## config.mk

```make
export PLATFORM = sky130hd
export DESIGN_NAME = uart_receiver_flat
export DESIGN_NICKNAME = d
export VERILOG_FILES = /design/src/rtl/uart_receiver_if.sv /design/src/rtl/uart_receiver.sv /design/src/flat_wrapper.sv
export SDC_FILE = /design/constraint.sdc
export NUM_CORES = 1
export LEC_CHECK = 0
export ABC_AREA = 1
export CAP_MARGIN = 40
export CORE_UTILIZATION = 27
export DETAILED_ROUTE_END_ITERATION = 8
export MAX_ROUTING_LAYER = met4
export PLACE_DENSITY = 0.42
export SYNTH_ARGS = -nofsm -noshare
export SYNTH_HDL_FRONTEND = slang
export SYNTH_SLANG_ARGS = --single-unit
```

## constraint.sdc

```tcl
create_clock -name clk -period 3.8 [get_ports clk]
set_clock_uncertainty 0.15 [all_clocks]
set_input_delay 0.76 -clock clk [delete_from_list [all_inputs] [get_ports clk]]
set_output_delay 0.76 -clock clk [all_outputs]
set_load 0.02 [all_outputs]
```

## src/rtl/uart_receiver_if.sv

```systemverilog
// Receive-side line and byte-delivery signals of the 8N1 UART receiver.
// Latency: none; wires only.
// Backpressure: none; data_valid and framing_error are unconditional one-cycle strobes.
interface uart_receiver_if;
    logic [31:0] baud_rate;
    logic        rx;
    logic [7:0]  data_out;
    logic        data_valid;
    logic        framing_error;
    logic        busy;

    // Line/config side drives baud_rate and rx and observes the byte outputs.
    modport master (
        output baud_rate,
        output rx,
        input  data_out,
        input  data_valid,
        input  framing_error,
        input  busy
    );

    // Receiver side.
    modport slave (
        input  baud_rate,
        input  rx,
        output data_out,
        output data_valid,
        output framing_error,
        output busy
    );
endinterface

```

## src/rtl/uart_receiver.sv

```systemverilog
// 8N1 UART receiver with 16x fractional oversampling and 3-sample majority vote per bit.
// Latency: data_valid about 9.625 bit times after the start edge, plus 2-3 clk for synchroniser and edge detect.
// Backpressure: none; each byte is offered once as a one-cycle strobe and is not held for a consumer.
module uart_receiver #(
    parameter int unsigned clock_frequency = 100000000
) (
    input  logic            clk,
    input  logic            reset,
    uart_receiver_if.slave  bus
);

    typedef enum logic [2:0] {
        IDLE,
        START,
        DATA,
        STOP,
        WAIT_IDLE
    } state_t;

    localparam logic [36:0] CLK_FREQ = 37'(clock_frequency);

    state_t      state;
    logic        rx_meta;
    logic        rx_s;
    logic        rx_prev;
    logic [36:0] acc;
    logic [36:0] acc_sum;
    logic [36:0] acc_nxt;
    logic        tick;
    logic [3:0]  ti;
    logic [2:0]  bit_cnt;
    logic [7:0]  shreg;
    logic        samp7;
    logic        samp8;
    logic        maj;
    logic [7:0]  data_q;
    logic        valid_q;
    logic        ferr_q;
    logic        busy_q;

    assign bus.data_out      = data_q;
    assign bus.data_valid    = valid_q;
    assign bus.framing_error = ferr_q;
    assign bus.busy          = busy_q;

    // Fractional tick: add 16*baud each cycle, wrap at clock_frequency; at most one tick per clk.
    always_comb begin
        acc_sum = acc + {1'b0, bus.baud_rate, 4'b0000};
        tick    = (acc_sum >= CLK_FREQ);
        acc_nxt = tick ? (acc_sum - CLK_FREQ) : acc_sum;
    end

    // Majority of the two stored window samples and the live third sample at ti=9.
    always_comb begin
        maj = (samp7 & samp8) | (samp7 & rx_s) | (samp8 & rx_s);
    end

    // Synchroniser, tick accumulator and frame FSM with registered outputs.
    always_ff @(posedge clk) begin
        if (!reset) begin
            state   <= IDLE;
            rx_meta <= 1'b1;
            rx_s    <= 1'b1;
            rx_prev <= 1'b1;
            acc     <= '0;
            ti      <= '0;
            bit_cnt <= '0;
            shreg   <= '0;
            samp7   <= 1'b0;
            samp8   <= 1'b0;
            data_q  <= 8'h00;
            valid_q <= 1'b0;
            ferr_q  <= 1'b0;
            busy_q  <= 1'b0;
        end else begin
            rx_meta <= bus.rx;
            rx_s    <= rx_meta;
            rx_prev <= rx_s;
            acc     <= acc_nxt;
            valid_q <= 1'b0;
            ferr_q  <= 1'b0;

            case (state)
                IDLE: begin
                    busy_q <= 1'b0;
                    if (rx_prev && !rx_s) begin
                        // Restart the tick phase so ticks line up with this frame.
                        state  <= START;
                        acc    <= '0;
                        ti     <= '0;
                        busy_q <= 1'b1;
                    end
                end

                START, DATA, STOP: begin
                    if (tick) begin
                        ti <= ti + 4'd1;
                        if (ti == 4'd7) samp7 <= rx_s;
                        if (ti == 4'd8) samp8 <= rx_s;
                        if (ti == 4'd9) begin
                            case (state)
                                START: begin
                                    if (maj) begin
                                        // Start bit did not hold low: treat as noise.
                                        state  <= IDLE;
                                        busy_q <= 1'b0;
                                    end
                                end
                                DATA: begin
                                    shreg <= {maj, shreg[7:1]};
                                end
                                default: begin
                                    if (maj) begin
                                        // Leave at mid-stop so a back-to-back start edge is caught.
                                        data_q  <= shreg;
                                        valid_q <= 1'b1;
                                        state   <= IDLE;
                                        busy_q  <= 1'b0;
                                    end else begin
                                        ferr_q <= 1'b1;
                                        state  <= WAIT_IDLE;
                                    end
                                end
                            endcase
                        end
                        if (ti == 4'd15) begin
                            if (state == START) begin
                                state   <= DATA;
                                bit_cnt <= '0;
                            end else if (state == DATA) begin
                                if (bit_cnt == 3'd7) begin
                                    state <= STOP;
                                end else begin
                                    bit_cnt <= bit_cnt + 3'd1;
                                end
                            end
                        end
                    end
                end

                WAIT_IDLE: begin
                    // Line held low (break or bad stop): wait for idle level before rearming.
                    if (rx_s) begin
                        state  <= IDLE;
                        busy_q <= 1'b0;
                    end
                end

                default: begin
                    state  <= IDLE;
                    busy_q <= 1'b0;
                end
            endcase
        end
    end

endmodule

```

## src/flat_wrapper.sv

```systemverilog
// flat-port wrapper written by rule: the top's interface ports become plain ports
module uart_receiver_flat 
#(
    parameter int unsigned clock_frequency = 100000000
)
  (clk, reset, bus_baud_rate, bus_rx, bus_data_out, bus_data_valid, bus_framing_error, bus_busy);
  uart_receiver_if bus_i ();
  input  logic clk;
  input  logic reset;
  input wire logic [$bits(bus_i.baud_rate)-1:0] bus_baud_rate;
  input wire logic [$bits(bus_i.rx)-1:0] bus_rx;
  output wire logic [$bits(bus_i.data_out)-1:0] bus_data_out;
  output wire logic [$bits(bus_i.data_valid)-1:0] bus_data_valid;
  output wire logic [$bits(bus_i.framing_error)-1:0] bus_framing_error;
  output wire logic [$bits(bus_i.busy)-1:0] bus_busy;
  assign bus_i.baud_rate = bus_baud_rate;
  assign bus_i.rx = bus_rx;
  assign bus_data_out = bus_i.data_out;
  assign bus_data_valid = bus_i.data_valid;
  assign bus_framing_error = bus_i.framing_error;
  assign bus_busy = bus_i.busy;
  uart_receiver #(.clock_frequency(clock_frequency)) u_core (.clk(clk), .reset(reset), .bus(bus_i));
endmodule
```

==> results.py <==
metrics = {
    "run_status": {
        "outcome": "complete, no violations",
    },
    "pwr": {
        "pwr-share-seq_pct": 14.4,
        "swShare_pct": 48.1,
        "power_frac_clock_pct": 12.9,
        "powerDensity_mw_per_mm2": 764,
        "combPwrFrac_pct": 72.6,
        "power.switching_uw": 3400,
        "p_total_uw": 7060,
        "max-vdd-ir-drop_mv": 0.228,
        "p_int_uw": 3660,
        "p_leak_uw": 0.00465,
    },
    "die": {
        "die_h_um": 155,
        "die_w_um": 155,
        "io_pins": 46,
        "fp.coreArea_mm2": 0.0228,
        "row_count": 55,
        "start_util_pct": 27.7,
        "dieArea_mm2": 0.0239,
    },
    "global_route": {
        "antenna_found_initial": 0,
        "grt_max_degree": 27,
        "grt_pass1_wl_mm": 34.8,
        "grt_overflow": 0,
        "grt_pass1_vias": 6866,
        "grt_use_total_pct": 19.5,
    },
    "synth": {
        "synth.largest_area_cell": "nand2_1",
        "synth_top_area_share_pct": 23.2,
        "ys_warn_count": 0,
        "mappedNetlistNets": 1180,
        "synth_edf_count": 0,
        "synth_most_common_cell": "nand2_1",
        "synth_area_leaders": "nand2_1 (23%), dfxtp_1 (21%), inv_1 (11%)",
        "syn_inst": 1105,
        "synth_cell_types": 41,
        "ys.flop_type": "dfxtp_1",
        "ys_seq_area_share_pct": 21.3,
        "synth_commonest_cells": "nand2_1 (390), inv_1 (182), nor2_1 (105), nand3_1 (85), dfxtp_1 (67)",
        "syn_area_mm2": 0.00630,
        "synthArstFlopShare_pct": 0,
        "syn_area_per_cell_um2": 5.70,
        "synth-seq-cells": 67,
    },
    "setup_path": {
        "arrival_ps": 3790,
        "path_cells": "clkdlybuf4s50_1, ha_1, nand3_1, nand3_1, nand3_1, nand3_4, nand2_1, nand2_4, nand2_1, nor3_1, buf_4, nand2_1, nor2_2, nand3_2, nand2_8, buf_4, nand3_1, a21oi_1, buf_4",
        "critPathTopFamily": "simple AND/OR/NAND/NOR gates",
        "end_kind": "flop",
        "crit_top_cell": "nand3_1",
        "slowest_delay_ps": 470,
        "cp.required_ps": 3950,
        "path_buf_inv": 4,
        "worst-setup-path-type": "in -> reg",
        "start_kind": "input pin",
        "worst_path_max_delay_cell": "clkdlybuf4s50_1",
        "cp_max_fo": 9,
    },
    "detailed_routing": {
        "totalWireLength_mm": 22.3,
        "remaining_drc_errors": 0,
        "wl_per_cell_um": 13.6,
        "drt_iter0_markers": 352,
        "first_pass_iters": 5,
        "vias": 7209,
        "via_per_inst": 4.41,
        "detail-route-antenna-nets": 0,
    },
    "sta": {
        "rsz0062_at_grt": "yes",
        "max_freq_ghz": 0.274,
        "tightestPinTransition_ps": 645,
        "relSlewSlack_pct": 56.8,
        "drv_slew": 0,
        "setup-tns-final_ps": 0,
        "finalCriticalPeriod_ps": 3640,
        "hold_viol": 0,
        "final-setup-viol-count": 0,
        "finalCritPeriodShare_pct": 95.9,
    },
    "clocking": {
        "htreeDepth": 3,
        "numCtsBuffers": 9,
        "cts_root_buf": "clkbuf_16",
        "insertion_delay_ps": 350,
        "cts_sinks": 67,
        "cts_buffer_depth": 2,
        "ctsHoldBuffers": 0,
        "cts_tree": "yes",
        "clk_pin_slew_worst_paths_ps": 60,
    },
    "final_layout": {
        "fin_nets": 1390,
        "area_growth_syn_to_layout_pct": 46.6,
        "final_cells": 1633,
        "drive_gt1_share_pct": 26.5,
        "n_antenna_cell": 0,
    },
    "worst_hold_path": {
        "min_path_type": "reg -> reg",
    },
    "placed_design": {
        "portBuffers": 45,
        "placed_cells": 1612,
        "place_congestion": 0.864,
        "dp_hpwl_mm": 18.3,
    },
    "run": {
        "maxCapViolCount": 0,
    },
}
[sequential cells by signal (all words and copies together), names as in the netlist]
register                  cells
u_core.acc                   33
u_core.bus.data_out           8
u_core.shreg                  8
u_core.ti                     4
u_core.bit_cnt                3
u_core.state                  3
u_core.bus.busy               1
u_core.bus.data_valid         1
u_core.bus.framing_error      1
u_core.rx_meta                1
u_core.rx_prev                1
u_core.rx_s                   1
u_core.samp7                  1
u_core.samp8                  1
[worst paths after layout]
check / startpoint / endpoint / slack [ps] / cells after the start
worst max-delay path: bus_baud_rate[1] / u_core.acc[16]$_SDFF_PN0_ / 160 / 19
worst min-delay path: u_core.rx_meta$_SDFF_PN1_ / u_core.rx_s$_SDFF_PN1_ / 270 / 1
worst max register to register: u_core.acc[11]$_SDFF_PN0_ / u_core.acc[16]$_SDFF_PN0_ / 640 / 22
worst min register to register: u_core.rx_meta$_SDFF_PN1_ / u_core.rx_s$_SDFF_PN1_ / 270 / 1
[placed cells by master (no fill, tap or decap), types with 17 or more instances in the layout]
cell	netlist	layout
a21oi_1	63	52
buf_4	1	161
clkdlybuf4s50_1	0	43
dfxtp_1	67	67
ha_1	39	17
ha_4	0	18
inv_1	182	182
nand2_1	390	350
nand2_2	19	55
nand3_1	85	80
nand4_1	27	27
nor2_1	105	85
nor2_2	13	23
[timing repair]
item,CTS,global route
endpoints found under the setup margin,45,58
resized for setup,17,111
buffers inserted,1,4
pin swaps,2,29
[area by class of cell]
class | instances | area [um2]
fill | 2501 | 13500
multi-input combinational | 831 | 4690
tap | 313 | 392
clock inverter | 7 | 83.8
clock buffer | 9 | 225
timing repair buffer | 212 | 1770
sequential | 67 | 1340
inverter | 194 | 728
[kinds of logic (layout without fill, tap and decap cells)]
group                      count (synthesis)  in the layout  synth area share [%]
AOI/OAI and AO/OA                         87             87                  7.39
adders and majority gates                 40             40                  8.07
xor gates and xnor gates                   9              9                  1.25
DFF                                       67             67                  21.3
and+or+nand+nor                          695            695                  48.8
buffers and inverters                    207            422                  13.2
[power groups by stage]
stage / Combinational, uW / Sequential [uW] / Clock (uW)
2_1_floorplan: 2650 / 939 / 0
3_3_place_gp: 4670 / 1000 / 0
3_5_place_dp: 4660 / 999 / 0
4_1_cts: 4730 / 984 / 946
5_1_grt: 5690 / 1040 / 979
6_report: 5130 / 1020 / 913
[worst register-to-register path, stage by stage, from the launching register on]
cell and delay (ps):
dfxtp_1 450, ha_4 260, nand2_2 130, inv_1 70, a21oi_1 270, nand2_2 140, nand2_2 100, nand2_2 60
nand2_2 100, nand2_1 50, nand2_1 80, nand2_2 90, nor2_1 100, nand3_1 90, nor2_2 120, nand2_1 80
inv_2 90, nand2_8 100, buf_4 180, nand2_1 60, nand2_1 50, a21oi_1 150, buf_4 140
[layer usage]
metal  global-route usage (%)  part of all wire (%)  up-vias
li1                         -                     -     3873
met1                     25.9                    50     3221
met2                     31.0                    46       97
met3                     3.11                   2.7       18
met4                     4.29                   1.3        0
met5                        -                     0        -
[per-stage QoR]
step	worst slack [ps]	util [%]	hold WS (ps)	area, um2
4_1_cts	5.20	38.1	270	8690
5_1_grt	-13.8	40.5	301	9240
3_3_place_gp	-477	36.4	244	8280
3_5_place_dp	-556	36.5	255	8310
2_1_floorplan	458	-	243	6300
6_report	155	40.5	265	9240
(Power assumes the default switching activity.)
